--- config.mk ---
export PLATFORM = sky130hd
export DESIGN_NAME = pattern_sequencer
export DESIGN_NICKNAME = d
export VERILOG_FILES = /design/src/rtl/pattern_sequencer.sv
export SDC_FILE = /design/constraint.sdc
export NUM_CORES = 1
export LEC_CHECK = 0
export BUFFER_PORTS_ARGS = -buffer_cell sky130_fd_sc_hd__buf_2
export CORE_ASPECT_RATIO = 2
export CORE_MARGIN = 2
export CORE_UTILIZATION = 40
export DETAILED_ROUTE_END_ITERATION = 8
export PLACE_DENSITY = 0.67
export SYNTH_ARGS = -nofsm -noshare
export SYNTH_HDL_FRONTEND = slang
export SYNTH_SLANG_ARGS = --single-unit
--- constraint.sdc ---
create_clock -name clk_in -period 4.6 [get_ports clk_in]
set_input_delay 0.92 -clock clk_in [delete_from_list [all_inputs] [get_ports clk_in]]
set_output_delay 0.92 -clock clk_in [all_outputs]
set_load 0.01 [all_outputs]
--- src/rtl/pattern_sequencer.sv ---
// pattern_sequencer: latches one turn's attack pattern and issues one spawn per slot.
// Optional `SKIP_EMPTY_SLOT_EN: a speed==0 slot is consumed without a spawn request.
module pattern_sequencer #(
  parameter int NUM_SLOTS = 24,
  parameter int NUM_TURNS = 10,
  parameter int TURN_W    = 4
) (
  input  logic                   clk_in,
  input  logic                   rst_n_in,
  input  logic                   start_in,
  input  logic                   pause_in,
  input  logic                   tick_in,
  input  logic                   pattern_valid_in,
  input  logic [3*NUM_SLOTS-1:0] timing_in,
  input  logic [3*NUM_SLOTS-1:0] speed_in,
  input  logic [2*NUM_SLOTS-1:0] direction_in,
  input  logic [NUM_SLOTS-1:0]   inversed_in,
  input  logic                   spawn_ready_in,
  output logic [TURN_W-1:0]      turn_out,
  output logic                   spawn_valid_out,
  output logic [4:0]             spawn_idx_out,
  output logic [2:0]             spawn_speed_out,
  output logic [1:0]             spawn_dir_out,
  output logic                   spawn_inv_out,
  output logic                   busy_out,
  output logic                   done_out,
  output logic                   error_out
);

  localparam logic [2:0] S_IDLE  = 3'd0;
  localparam logic [2:0] S_LOAD  = 3'd1;
  localparam logic [2:0] S_WAIT  = 3'd2;
  localparam logic [2:0] S_ISSUE = 3'd3;
  localparam logic [2:0] S_DONE  = 3'd4;

  localparam logic [4:0] LAST_SLOT = 5'(NUM_SLOTS - 1);
  localparam logic [TURN_W-1:0] LAST_TURN = TURN_W'(NUM_TURNS - 1);

  typedef struct packed {
    logic [4:0] idx;
    logic [2:0] speed;
    logic [1:0] dir;
    logic       inv;
  } spawn_t;

  logic [2:0] st;
  logic [2:0] nxt;
  logic [4:0] slot;
  logic [2:0] cnt;

  logic [3*NUM_SLOTS-1:0] timing_q;
  logic [3*NUM_SLOTS-1:0] speed_q;
  logic [2*NUM_SLOTS-1:0] dir_q;
  logic [NUM_SLOTS-1:0]   inv_q;

  spawn_t     cur;
  spawn_t     spawn_q;
  logic [2:0] cur_time;
  logic       cur_empty;
  logic       load_ok;
  logic       load_miss;
  logic       cnt_step;
  logic       accept;
  logic       last;
  logic       go_valid;

  assign cur_time = timing_q[3*slot +: 3];

  always_comb begin
    cur       = '0;
    cur.idx   = slot;
    cur.speed = speed_q[3*slot +: 3];
    cur.dir   = dir_q[2*slot +: 2];
    cur.inv   = inv_q[slot];
  end

`ifdef SKIP_EMPTY_SLOT_EN
  assign cur_empty = (cur.speed == 3'd0);
`else
  assign cur_empty = 1'b0;
`endif

  assign load_ok   = (st == S_LOAD) && pattern_valid_in;
  assign load_miss = (st == S_LOAD) && !pattern_valid_in;
  assign last      = (slot == LAST_SLOT);

  // ticks only count while waiting and unpaused; elsewhere they are dropped
  assign cnt_step = (st == S_WAIT) && !pause_in
                 && tick_in && (cnt != cur_time);

  // an empty slot consumes itself without a handshake
  assign accept = (st == S_ISSUE)
               && (cur_empty || (spawn_valid_out && spawn_ready_in));

  always_comb begin
    nxt = st;
    unique case (st)
      S_IDLE:  if (start_in) nxt = S_LOAD;
      S_LOAD:  nxt = pattern_valid_in ? S_WAIT : S_IDLE;
      S_WAIT:  if (!pause_in && cnt == cur_time) nxt = S_ISSUE;
      S_ISSUE: if (accept) nxt = last ? S_DONE : S_WAIT;
      S_DONE:  nxt = S_IDLE;
      default: nxt = S_IDLE;
    endcase
  end

  assign go_valid = (nxt == S_ISSUE) && !cur_empty;

  always_ff @(posedge clk_in or negedge rst_n_in) begin
    if (!rst_n_in) begin
      timing_q <= '0;
      speed_q  <= '0;
      dir_q    <= '0;
      inv_q    <= '0;
    end else if (load_ok) begin
      timing_q <= timing_in;
      speed_q  <= speed_in;
      dir_q    <= direction_in;
      inv_q    <= inversed_in;
    end
  end

  always_ff @(posedge clk_in or negedge rst_n_in) begin
    if (!rst_n_in) begin
      st   <= S_IDLE;
      slot <= 5'd0;
      cnt  <= 3'd0;
    end else begin
      st <= nxt;
      if (load_ok) begin
        slot <= 5'd0;
        cnt  <= 3'd0;
      end else if (accept && !last) begin
        slot <= slot + 5'd1;
        cnt  <= 3'd0;
      end else if (cnt_step) begin
        cnt <= cnt + 3'd1;
      end
    end
  end

  always_ff @(posedge clk_in or negedge rst_n_in) begin
    if (!rst_n_in) begin
      turn_out <= '0;
    end else if (st == S_DONE) begin
      if (turn_out == LAST_TURN) turn_out <= '0;
      else turn_out <= turn_out + TURN_W'(1);
    end
  end

  // payload is only loaded while valid will be high, so it holds until accept
  always_ff @(posedge clk_in or negedge rst_n_in) begin
    if (!rst_n_in) begin
      spawn_valid_out <= 1'b0;
      spawn_q         <= '0;
      busy_out        <= 1'b0;
      done_out        <= 1'b0;
      error_out       <= 1'b0;
    end else begin
      spawn_valid_out <= go_valid;
      spawn_q         <= go_valid ? cur : '0;
      busy_out        <= (nxt != S_IDLE);
      done_out        <= (nxt == S_DONE);
      error_out       <= load_miss;
    end
  end

  assign spawn_idx_out   = spawn_q.idx;
  assign spawn_speed_out = spawn_q.speed;
  assign spawn_dir_out   = spawn_q.dir;
  assign spawn_inv_out   = spawn_q.inv;

endmodule

**After elaboration in Yosys (flattened, before gate mapping)**

Index checks and enable logic that the tools add are counted.

- $add $sub $neg: 3
- Multipliers: 1
- Magnitude comparators: 1
- Equality and inequality tests: 10
- Shift-type cells: 3
- Multiplexer cells: 15
- Reductions and logical operators: 16

Operators with widths:

| operator | count |
|---|---|
| 72-bit by 8-bit indexed part select with 3-bit output | 2 |
| 48-bit by 7-bit indexed part select with 2-bit output | 1 |
| 3-bit two-way mux | 7 |
| 3-bit one-hot mux with 4 select lines | 1 |
| 11-bit two-way mux | 1 |
| 5-bit two-way mux | 2 |
| 3-bit by 2-bit equality test with 1-bit output, second input constant | 3 |
| 1-bit logical AND | 9 |
| 2-bit by 5-bit multiplier with 7-bit output, first input constant | 1 |
| 3-bit equality test, second input constant | 2 |
| 5-bit by 6-bit less-than comparator with 1-bit output, second input constant | 1 |
| 3-bit nonzero test | 2 |
| 5-bit by 1-bit adder with 5-bit output, second input constant | 1 |
| 1-bit binary-select mux with 5-bit select | 1 |
| 5-bit equality test, second input constant | 1 |
| 4-bit by 1-bit adder with 4-bit output, second input constant | 1 |
| 4-bit equality test, second input constant | 1 |
| 4-bit two-way mux | 1 |
| 3-bit by 1-bit adder with 3-bit output, second input constant | 1 |
| 3-bit by 1-bit equality test with 1-bit output, second input constant | 1 |
| 3-bit equality test | 1 |
| 1-bit logical NOT | 3 |
| 3-bit logical NOT | 1 |
| 3-bit inequality test | 1 |
| other kinds (3) | 3 |

- Bits in registers: 246
- Input port bits: 223
- Output and inout port bits: 19

**Longest topological paths before layout**

Gate-level depths: netlist (run 1).

- Depth in word-level cells: 8
- Mapped depth: 11
- Mapped depth without buffers: 7

**Least setup slack after synthesis (run 1)**

OpenSTA, ideal clock, no wires.

- Path type: input port to flip-flop
- Start: input port pattern_valid_in
- End: register speed_q[15]
- Setup time: 0.125 ns
- Arrival time: 2.382 ns
- Data required time: 4.475 ns
- Slack: 2.093 ns
- Cell stages on the path: 5
- Cells stage by stage: nor4bb_1 > clkbuf_1 > clkbuf_1 > clkbuf_1 > mux2_2

- Longest elaborated chain between the ends: 1

Ends and longest elaborated chain:

| element | RTL line | source |
|---|---|---|
| from (decl) | 13 | `input logic pattern_valid_in,` |
| 1-bit logical AND | 83 | `assign load_ok = (st == S_LOAD) && pattern_valid_in;` |
| to (signal assigned) | 117 | `speed_q <= speed_in;` |
| to (decl) | 52 | `logic [3*NUM_SLOTS-1:0] speed_q;` |

Every way passes these cells.
A chain may end at the register's enable or synchronous reset.

**Worst setup path in the final report (run 1)**

- Start: register slot[0]
- End: register spawn_q, in the netlist spawn_dir_out[1]

- Longest elaborated chain between the ends: 8
- Elaborated cells on any way between the ends: 12
- Those cells by class: 1 x mul; 3 x eq/ne; 2 x shift; 5 x mux; 1 x reduce/logical

Ends and longest elaborated chain:

| element | RTL line | source |
|---|---|---|
| from (decl) | 48 | `logic [4:0] slot;` |
| from (signal assigned) | 134 | `slot <= slot + 5'd1;` |
| 2-bit by 5-bit multiplier with 7-bit output | 67 | `assign cur_time = timing_q[3*slot +: 3];` |
| 72-bit by 8-bit indexed part select with 3-bit output | 67 |  |
| 3-bit equality test | 100 | `S_WAIT: if (!pause_in && cnt == cur_time) nxt = S_ISSUE;` |
| 1-bit logical AND | 100 |  |
| 3-bit two-way mux | 100 |  |
| 3-bit one-hot mux with 4 select lines | 97 | `unique case (st)` |
| 3-bit by 2-bit equality test with 1-bit output | 107 | `assign go_valid = (nxt == S_ISSUE) && !cur_empty;` |
| 11-bit two-way mux * | 161 | `spawn_q <= go_valid ? cur : '0;` |
| to (signal assigned) | 161 |  |
| to (decl) | 57 | `spawn_t spawn_q;` |

Mark *: on every way between the ends. The rest lies on a longest branch, timed or not.

==> run metrics, run 1 <==
Leak 6.70 nW; register area 6160 sq um; synthesized instance count 721; Synth Area in Compound Gates approximately 2.8%; Post-CTS Hold Buffers 0; worst hold margin about 370 ps; worst vdd ir 314 uV; CP required 4970 ps; Netlist cell types 49; setup TNS 0 ps; Mapped Nets about 950; crit-path max FO 36; f_max 311 MHz; vias in the first global route 7,436; status complete, no violations; CP endpoint kind flip-flop; Top Ports between 200 and 250; DRC 0; drt first pass iters 4; clk slew on worst S/H paths 60 ps; worst r2r src slot[0]; Slew Limit Fails 0; adder-cell share of the synthesized area less than 1%; worst-skew pair later-pin latency 530 ps; Vias/cell 5.22; Worst R2R Setup Slack 1380 ps; Layout Nets 1,175; starting density of the core between 40% and 50%; multiplexer area fraction after synthesis 34.5%; RePlAce Congestion 0.815; final core utilization 49.0%; Worst Path Arrival 3600 ps; EDFF count, synth 0; H-tree Lvls 1; clk buf depth 3; ys async rst share 100%; RR Endpoint spawn_dir_out[1]; All-Layer GR Usage around 18%; Min-Delay Path Class in2async; final setup vio count 0; Final HPWL DP 19,000 um; TritonCTS Buffers 24; PD cells 403 nW/um^2; clock skew 12.2 ps; Post-Syn Area 11,000 sq um; average cell area after synthesis 15.3 sq um; Routed Antenna Nets 0; Root Driver clkbuf_16; largest net degree at the start of global routing 98; Ys Warns 0; cts repair resizes 0; WS Path Type reg2reg; cell count after placement 1,276; clock sink total 246; routed via count 6,886; total length of routed wires 26,000 um; share of cells above drive strength 1 roughly three fifths; initial antenna violation count 4; Max-Cap Viols 0; worst setup path endpoint spawn_dir_out[1]; row count 86; Synth Area in Simple Gates 3.99%; FF-to-FF path depth 7; drt initial violations 400; #FFs+latches synth 246; total grt overflow 0; Die Ht 239 um; Port Buffers approximately 240; main combinational cell family by area after synthesis multiplexers; Die W between 100 and 150 um; per-cell routed wire length between 15 and 20 um; post-CTS setup buffer count 0; critical path launch point slot[0]; RSZ-0062 raised after global routing false; startpoint types flip-flop; fin cells 1,318; Filler Cell Count 2,423; XOR/XNOR share of the synthesized area 0.477%; Layout area overhead 21.7%; multi-input logic area between 4000 and 5000 sq um; Worst-Margin Slew 850 ps; register area share after synthesis 55.9%; first-pass GRT wire length 40,900 um; Final Cycle Share 70.0%; core area 27,300 sq um; relative slew slack 43.3%; CTS tree built; crit path time final 3220 ps; Hold Vio Cnt, Final 0; most used flip-flop cell after synthesis dfrtp_1; Die Area 29,000 sq um
[cells in the final DEF, fill, tap and decap left out, types with 4 or more instances in the layout]
cell	instances
buf_2	240
xor2_1	4
mux2_2	219
clkbuf_1	4
nand3_1	4
buf_4	5
a21oi_1	10
mux2i_1	21
inv_1	4
o21ai_0	9
nor2_1	24
mux4_2	50
clkbuf_8	4
nand2_1	9
nor2b_1	11
nand2b_1	7
nor3_1	5
a211oi_1	6
clkbuf_16	25
dfrtp_1	243
[worst min-delay path by stage]
stage,start,endpoint,slack (ps),depth (start not counted)
after floorplan,timing_q[12],timing_q[12],470,1
after global placement,inv_q[19],inv_q[19],480,1
after detailed placement,timing_q[6],timing_q[6],490,1
after CTS,rst_n_in,dir_q[15],390,1
after global routing,rst_n_in,dir_q[18],420,1
final,rst_n_in,dir_q[18],370,1
[cell type report]
type                    instances  share of cell area, %
inverters                       5                  0.140
clock inverters                 8                  0.943
multi-input cells             424                   34.6
clock buffers                  33                   5.19
repair buffers                249                   9.80
flip-flops and latches        246                   46.0
well taps                     352                   3.29
diodes                          1                 0.0187
[worst max-delay path, cell delays in order, from the launching register on]
cell and delay (ps):
dfrtp_4 770, mux4_2 590, a22oi_1 250, o31ai_1 130
o21ai_0 310, a22oi_4 160, a31oi_2 720, nor2_1 120
[registers in the layout, summed over array words and instances (netlist names)]
signal,flops
spawn_valid_out,1
error_out,1
done_out,1
inv_q,24
spawn_speed_out,3
st,3
dir_q,48
cnt,3
busy_out,1
spawn_inv_out,1
slot,5
spawn_idx_out,5
timing_q,72
spawn_dir_out,2
speed_q,72
turn_out,4
[Yosys cell counts (3+ instances only)]
library cell    n  share of area, %
buf_4           4              0.27
nand2b_1        7              0.40
nor2b_1        11              0.62
dfrtp_1       246                56
o21ai_0         9              0.41
or3_1           3              0.17
a211oi_1        6              0.41
mux4_2         50                10
mux2i_1        21               1.9
xor2_1          4              0.32
nand2_1         9              0.31
nand3_1         4              0.18
a21oi_1        10              0.45
buf_2           7              0.32
nor3b_1         3              0.20
a22o_1          3              0.24
mux2_2        219                22
nor3_1          5              0.23
inv_1           4              0.14
clkbuf_1       31               1.1
nor2_1         24              0.82
[metal layers]
layer,part of all wire (%),global-route usage (%)
met1,44,25.3
met2,48,29.6
met4,1.7,4.70
met3,6.7,3.34
met5,0.065,0
[logic make-up (layout without fill, tap and decap cells)]
logic type,after synthesis,count (layout)
XOR/XNOR,6,6
flip-flops,246,246
other,0,1
adder cells (fa/ha/maj),2,2
AND/OR/NAND/NOR,81,81
multiplexers,290,290
AO/OA/AOI/OAI,45,45
buffers and inverters,51,295
[metrics by stage]
stage	cell area (sq um)	worst slack (ps)	power, mW
after floorplan	11000	2090	3.10
after global placement	12600	1490	3.38
after detailed placement	12600	1370	3.41
after CTS	13400	1370	5.48
after global routing	13400	1160	5.64
final	13400	1380	5.40
[where the power goes]
part           total (mW)  switching, mW  internal (mW)
Clock                2.06          0.829           1.23
Sequential           2.46          0.237           2.22
Combinational       0.889          0.435          0.453
(Power assumes the default switching activity.)
==> inputs of run 2 (changes only) <==
==> constraint.sdc (replaced) <==
create_clock -name clk_in -period 3.2 [get_ports clk_in]
set_input_delay 0.64 -clock clk_in [delete_from_list [all_inputs] [get_ports clk_in]]
set_output_delay 0.64 -clock clk_in [all_outputs]
set_load 0.01 [all_outputs]
==> run metrics, run 2 (synthesis gave the netlist of run 1 again) <==
H-tree Lvls 1; initial antenna violation count 3; Layout area overhead 22.4%; relative slew slack 60.7%; RePlAce Congestion approximately 0.79; clk buf depth 3; CP endpoint kind flip-flop; per-cell routed wire length 19.9 um; commonest non-fill, non-tap cell in the layout dfrtp_1; Hold Vio Cnt, Final 0; starting density of the core between 40% and 50%; Die W ~120 um; largest net degree at the start of global routing 83; Worst-Margin Slew a little under 600 ps; total length of routed wires 26,500 um; startpoint types flip-flop; PD cells 580 nW/um^2; TritonCTS Buffers 23; Top Ports 242; Port Buffers 241; worst vdd ir 408 uV; Diodes inserted 0; Worst Path Arrival 3170 ps; Vias/cell 5.22; cts repair resizes 0; core area around 27,000 sq um; first-pass GRT wire length 41,500 um; row count 86; f_max around 370 MHz; Largest regs speed_q: 72 flops, timing_q: 72 flops, dir_q: 48 flops; clock sink total 246; DRC 0; drt first pass iters 4; Slew Limit Fails 0; Die Area a little under 30,000 sq um; RSZ-0062 raised after global routing false; Final HPWL DP 19,600 um; Max-Cap Viols 0; crit-path max FO 39; CP required 3640 ps; Layout Nets 1,186; leading cell types in the layout, fill and taps excluded dfrtp_1, buf_2, mux2_2, mux4_2, nor2_1; Routed Antenna Nets 0; routed via count approximately 6,900; clock skew slightly above 9 ps; worst-skew pair later-pin latency 520 ps; Tot Pwr 7.82 mW; drt initial violations 302; Min-Delay Path Class in2async; Filler Cell Count 2,402; CTS tree built; Final Cycle Share approximately 85%; total grt overflow 0; vias in the first global route 7,488; final setup vio count 0; Leak about 6.7 nW; post-CTS setup buffer count 0; status complete, no violations; crit path time final 2730 ps; clk slew on worst S/H paths about 60 ps; Post-CTS Hold Buffers 0; Die Ht ~240 um; WS Path Type reg2reg; All-Layer GR Usage 18.4%; share of cells above drive strength 1 about three fifths; final core utilization 49.3%; Root Driver clkbuf_16; setup TNS 0 ps
-- run 2: power by group --
group	leakage, nW	internal (mW)	switching [mW]
clock	0.383	1.74	1.16
sequential	3.41	3.19	0.156
combinational	2.95	0.716	0.850
total	6.74	5.65	2.16
-- run 2: routing by layer --
metal  part of all wire, %  wire length [um]  GRT usage (%)
met5                 0.053                14              0
met4                   1.6               422           4.14
met3                   6.6              1760           3.32
met2                    48             12800           30.9
met1                    43             11500           25.1
-- run 2: layout make-up --
cell class	instances	area [sq um]	area share, %
Multi-Input combinational cell	424	4640	34.4
Timing Repair Buffer	261	1430	10.6
Sequential cell	246	6160	45.7
Clock buffer	29	608	4.51
Tap cell	352	440	3.27
Inverter	5	18.8	0.139
Clock inverter	10	178	1.32
-- run 2: stage by stage --
| step | setup WS [ps] | hold slack, ps | cells | area (sq um) |
|---|---|---|---|---|
| after floorplan | 757 | 344 | 721 | 11000 |
| after global placement | 552 | 483 | 1288 | 12700 |
| final | 470 | 69.0 | 1327 | 13500 |
| after global routing | 302 | 105 | 1327 | 13500 |
| after CTS | 469 | 78.9 | 1327 | 13500 |
| after detailed placement | 490 | 492 | 1288 | 12700 |
-- run 2: path summary, 6_finish.rpt --
kind | from | endpoint | slack [ps] | cells after the start
hold reg to reg | inv_q[7] | inv_q[7] | 500 | 1
min in group clk_in | pattern_valid_in | error_out | 330 | 2
hold / removal | rst_n_in | dir_q[25] | 70 | 1
max in group asynchronous | rst_n_in | timing_q[15] | 2230 | 3
setup reg to reg | slot[0] | spawn_idx_out[0] | 470 | 8
setup / recovery | slot[0] | spawn_idx_out[0] | 470 | 8
-- run 2: worst max-delay path: stages (launching register included) --
cell      delay (ps)
dfrtp_4          600
buf_12           320
mux4_2           550
o211ai_1         150
and3_1           210
xor2_1           330
a31oi_2          130
buf_4            220
nor2b_1          120
